[src/rtl/key_repeat_if.sv]
// key_repeat_if: key level/clear in, press events/hold flag/event count out.
// Ports: i_in (debounced key level), i_clr (sync count clear),
//        o_pulse (one-cycle press/repeat event), o_held (auto-repeat active),
//        o_count (8-bit pulse count, wraps).
interface key_repeat_if;
  logic       i_in;
  logic       i_clr;
  logic       o_pulse;
  logic       o_held;
  logic [7:0] o_count;
  modport master (output i_in, i_clr, input o_pulse, o_held, o_count);
  modport slave (input i_in, i_clr, output o_pulse, o_held, o_count);
endinterface

[src/rtl/key_repeat.sv]
// key_repeat: typematic auto-repeat press-event generator with a wrapping event count.
// Ports: clk, rst_n (async active-low), bus (slave: i_in, i_clr -> o_pulse, o_held, o_count).
module key_repeat #(
  parameter int CNT_W = 24,
  parameter int HOLD  = 12500000,
  parameter int RATE  = 2500000
) (
  input  logic        clk,
  input  logic        rst_n,
  key_repeat_if.slave bus
);
  typedef enum logic [1:0] {IDLE, WAIT, REPEAT} state_t;
  state_t     r_state, w_next;
  logic [CNT_W-1:0] r_cnt, w_cnt;
  logic       r_in_q, r_pulse, r_held, w_pulse, w_rise;
  logic [7:0] r_count;
  assign w_rise = bus.i_in & ~r_in_q;
  always_comb begin
    w_next  = r_state;
    w_cnt   = '0;
    w_pulse = 1'b0;
    case (r_state)
      IDLE: if (w_rise) begin
        w_pulse = 1'b1;
        w_next  = WAIT;
      end
      WAIT:
        if (!bus.i_in) w_next = IDLE;
        else if (r_cnt == CNT_W'(HOLD - 1)) begin
          w_pulse = 1'b1;
          w_next  = REPEAT;
        end else w_cnt = r_cnt + 1'b1;
      REPEAT:
        if (!bus.i_in) w_next = IDLE;
        else if (r_cnt == CNT_W'(RATE - 1)) w_pulse = 1'b1;
        else w_cnt = r_cnt + 1'b1;
      default: w_next = IDLE;
    endcase
  end
  always_ff @(posedge clk or negedge rst_n) begin
    if (!rst_n) begin
      r_state <= IDLE;
      r_cnt   <= '0;
      r_in_q  <= 1'b0;
      r_pulse <= 1'b0;
      r_held  <= 1'b0;
      r_count <= '0;
    end else begin
      r_state <= w_next;
      r_cnt   <= w_cnt;
      r_in_q  <= bus.i_in;
      r_pulse <= w_pulse;
      r_held  <= (w_next == REPEAT);
      // clear wins over a simultaneous pulse; the pulse itself still goes out
      r_count <= bus.i_clr ? 8'd0 : w_pulse ? r_count + 8'd1 : r_count;
    end
  end
  assign bus.o_pulse = r_pulse;
  assign bus.o_held  = r_held;
  assign bus.o_count = r_count;
endmodule

[src/flat_wrapper.sv]
// flat-port wrapper written by rule: the top's interface ports become plain ports
module key_repeat_flat 
#(
  parameter int CNT_W = 24,
  parameter int HOLD  = 12500000,
  parameter int RATE  = 2500000
)
  (clk, rst_n, bus_i_in, bus_i_clr, bus_o_pulse, bus_o_held, bus_o_count);
  key_repeat_if bus_i ();
  input  logic clk;
  input  logic rst_n;
  input wire logic [$bits(bus_i.i_in)-1:0] bus_i_in;
  input wire logic [$bits(bus_i.i_clr)-1:0] bus_i_clr;
  output wire logic [$bits(bus_i.o_pulse)-1:0] bus_o_pulse;
  output wire logic [$bits(bus_i.o_held)-1:0] bus_o_held;
  output wire logic [$bits(bus_i.o_count)-1:0] bus_o_count;
  assign bus_i.i_in = bus_i_in;
  assign bus_i.i_clr = bus_i_clr;
  assign bus_o_pulse = bus_i.o_pulse;
  assign bus_o_held = bus_i.o_held;
  assign bus_o_count = bus_i.o_count;
  key_repeat #(.CNT_W(CNT_W), .HOLD(HOLD), .RATE(RATE)) u_core (.clk(clk), .rst_n(rst_n), .bus(bus_i));
endmodule
[config.mk]
export PLATFORM = sky130hd
export DESIGN_NAME = key_repeat_flat
export DESIGN_NICKNAME = d
export VERILOG_FILES = /design/src/rtl/key_repeat_if.sv /design/src/rtl/key_repeat.sv /design/src/flat_wrapper.sv
export SDC_FILE = /design/constraint.sdc
export NUM_CORES = 1
export LEC_CHECK = 0
export ABC_AREA = 1
export CAP_MARGIN = 5
export CORE_MARGIN = 3
export CORE_UTILIZATION = 55
export DETAILED_ROUTE_END_ITERATION = 10
export GPL_TIMING_DRIVEN = 0
export PLACE_DENSITY_LB_ADDON = 0.2
export SYNTH_ARGS = -nofsm -noshare
export SYNTH_HDL_FRONTEND = slang
export SYNTH_SLANG_ARGS = --single-unit
[constraint.sdc]
create_clock -name clk -period 2.2 [get_ports clk]
set_input_delay 0.44 -clock clk [delete_from_list [all_inputs] [get_ports clk]]
set_output_delay 0.44 -clock clk [all_outputs]
set_load 0.005 [all_outputs]
==> metrics.md <==
| Metric | Value |
|---|---|
| Post-synth EDFFs | `0` |
| Largest net degree at the start of global routing | `38` |
| Commonest non-fill, non-tap cell in the layout | `nand2_1` |
| Fmax | `~570 MHz` |
| Gpl congestion | `0.932` |
| Syn nets | `286` |
| Root buf cell | `clkbuf_8` |
| Global-route wire length before repair | `7240 um` |
| Final Hold Fails | `0` |
| Ys flop type | `dfrtp_1` |
| Die width | `68.8 um` |
| Setup Viol. Count Final | `0` |
| RR Startpoint | `u_core.r_cnt[0]` |
| Drt total wl | `around 4200 um` |
| Pre-CTS WS | `~0.37 ns` |
| Final setup margin | `approximately 0.44 ns` |
| Post-synth top area share | `42.7%` |
| Layout Skew | `0.00789 ns` |
| Period utilization | `80.1%` |
| Initial drt markers | `101` |
| CTS buffer count | `5` |
| Critical Path Sink Type | `flop` |
| Post-Place Cells | `337` |
| Vias per cell | `slightly above 5` |
| Nets | `about 310` |
| Cell Area, Synth | `~0.0022 sq mm` |
| Layout cells sized above 1 | `11.4%` |
| Die height | `68.8 um` |
| DRC Markers | `0` |
| Max-slew violations | `0` |
| #FFs+latches synth | `37` |
| Number of global-route vias before repair | `1612` |
| Yosys warning count | `0` |
| Core area | `0.00374 sq mm` |
| Largest cells by area after synthesis | `dfrtp_1 (43%), nand2_1 (9.0%), inv_1 (7.6%), nor2_1 (7.3%), nand3_1 (5.1%)` |
| Clock latency on the worst-skew pair | `0.30 ns` |
| Total number of vias | `1771` |
| Gr ovfl total | `0` |
| PD cells | `610 mW/mm^2` |
| Setup tns final | `0 ns` |
| Worst Tran Pin Value | `around 0.8 ns` |
| Initial Util | `58.0%` |
| Largest area contributor in the netlist | `dfrtp_1` |
| Syn-to-layout area delta | `13.8%` |
| Initial antenna violation count | `0` |
| Post-synthesis sequential area ratio | `42.7%` |
| Port Buffers | `13` |
| Tmin final | `1.76 ns` |
| Setup Crit Path Kind | `reg -> reg` |
| Site Rows | `22` |
| CTS sink cnt | `37` |
| Post-cts sizing count | `0` |
| DR WL/cell | `about 12 um` |
| Avg Inst Size Synth | `about 7.9 sq um` |
| Run status | `finished, final reports clean` |
| Post-Synthesis Cells | `276` |
| Peak-usage layer in the global routing report | `met2` |
| Crit start category | `flop` |
| Design Power | `1.51 mW` |
| Relative slew slack | `between 40% and 50%` |
| ANT cells | `0` |
| Share of synthesized flip-flops with an asynchronous set or reset | `100%` |
| Met2 GRT Util | `31.3%` |
| Worst EP arrival | `1.95 ns` |
| Met3 usage | `5.51%` |
| Maximum VDD drop | `~0.48 mV` |
| Count of cell types in the netlist | `31` |
| Post-DRT Antenna Nets | `0` |
| Global Route met1 Usage | `28.7%` |
| Worst min path class | `in -> async` |
| I/O Pins | `14` |
| GRT Total Usage | `between 20% and 30%` |
| Worst reg-to-reg setup slack | `0.44 ns` |
| Leakage | `1.23 nW` |
| Commonest cells after routing, fill and taps aside | `nand2_1 (52), inv_1 (44), nor2_1 (42)` |
| Clock slew at reported path FFs | `0.08 ns` |
| Worst-case reg-to-reg path depth | `10` |
| Hold buffers post-CTS | `0` |
| Htree depth | `2` |
| Crit-path max FO | `9` |
| MaxCap Viol Count | `0` |
| Final Core Density | `66.0%` |
| DRT Pass-1 Iters | `4` |
| HPWL after DPL | `3000 um` |
| CTS tree | `yes` |
| # Post-CTS Setup Buffers | `0` |
| Final cell count without fillers | `345` |
| RSZ-0062 raised after global routing | `false` |
| RR Endpoint | `u_core.bus.o_count[1]` |
| Max Buffers Root-to-Sink | `2` |
| Worst EP required | `2.39 ns` |
| Die Area | `0.00473 sq mm` |
-- worst max path at each step --
| stage | startpoint | to |
|---|---|---|
| after floorplan | u_core.r_cnt[0] | u_core.bus.o_count[0] |
| after global placement | rst_n | u_core.bus.o_count[1] |
| after detailed placement | bus_i_in | u_core.bus.o_count[2] |
| after CTS | u_core.r_cnt[0] | u_core.bus.o_count[0] |
| after global routing | u_core.r_cnt[0] | u_core.bus.o_count[5] |
| final | u_core.r_cnt[0] | u_core.bus.o_count[1] |
-- logic make-up after synthesis --
group | Yosys count | share of synthesized area, %
compound gates | 15 | 4.79
buf+inv | 49 | 9.00
fa+ha+maj | 6 | 3.46
simple gates | 155 | 34.4
flops | 37 | 42.7
xor+xnor | 14 | 5.65
-- critical path, cell delays in order, from the launching register on --
cell,delay (ns)
dfrtp_1,0.38
ha_1,0.21
nand3_2,0.13
nor2_1,0.19
nand3_1,0.09
nand2_1,0.14
nand3_2,0.11
nand2_4,0.14
nand2_4,0.10
nand3_1,0.09
nand2_1,0.06
-- flip-flops by register name, summed over array words and instances (netlist names) --
name,count
u_core.bus.o_count,8
u_core.bus.o_held,1
u_core.bus.o_pulse,1
u_core.r_cnt,24
u_core.r_in_q,1
u_core.r_state,2
-- synthesized netlist by cell type (2+ instances only) --
library cell,n
nand2_1,52
o21ai_0,2
nand3_2,5
nand2_4,2
nor2_2,6
xnor2_1,4
xor2_1,10
inv_1,44
a21oi_1,5
nor2_4,2
nor2_1,42
nor3_1,8
ha_1,6
a31oi_1,2
nand4_1,10
nand2_2,4
dfrtp_1,37
nand3_1,22
-- power by group --
group / internal, mW / switching [mW] / total (mW)
clock network: 0.339 / 0.260 / 0.599
logic: 0.0679 / 0.124 / 0.192
registers: 0.698 / 0.0165 / 0.715
-- routing by layer --
metal  part of all wire [%]  wire (um)  vias to the layer above
li1                       -          -                      904
met1                     48       1980                      817
met2                     45       1870                       45
met3                    6.2        259                        5
met4                    1.2         48                        0
met5                      0          0                        -
-- per-stage QoR --
step                      cell area [sq um]  hold slack (ns)
final                                  2470            0.224
after CTS                              2470            0.253
after detailed placement               2350            0.467
after global routing                   2470            0.292
after floorplan                        2170            0.144
after global placement                 2360            0.466
-- cell type report --
type                       count  area [sq um]
clock buffer                   5          68.8
multi-input combinational    190          1050
sequential                    37           926
inverter                      46           175
tap                           48          60.1
buffer                         3          20.0
timing repair buffer          13           125
clock inverter                 3          46.3
fill                         348          1270
No activity file was read; power rests on OpenSTA's default activity.
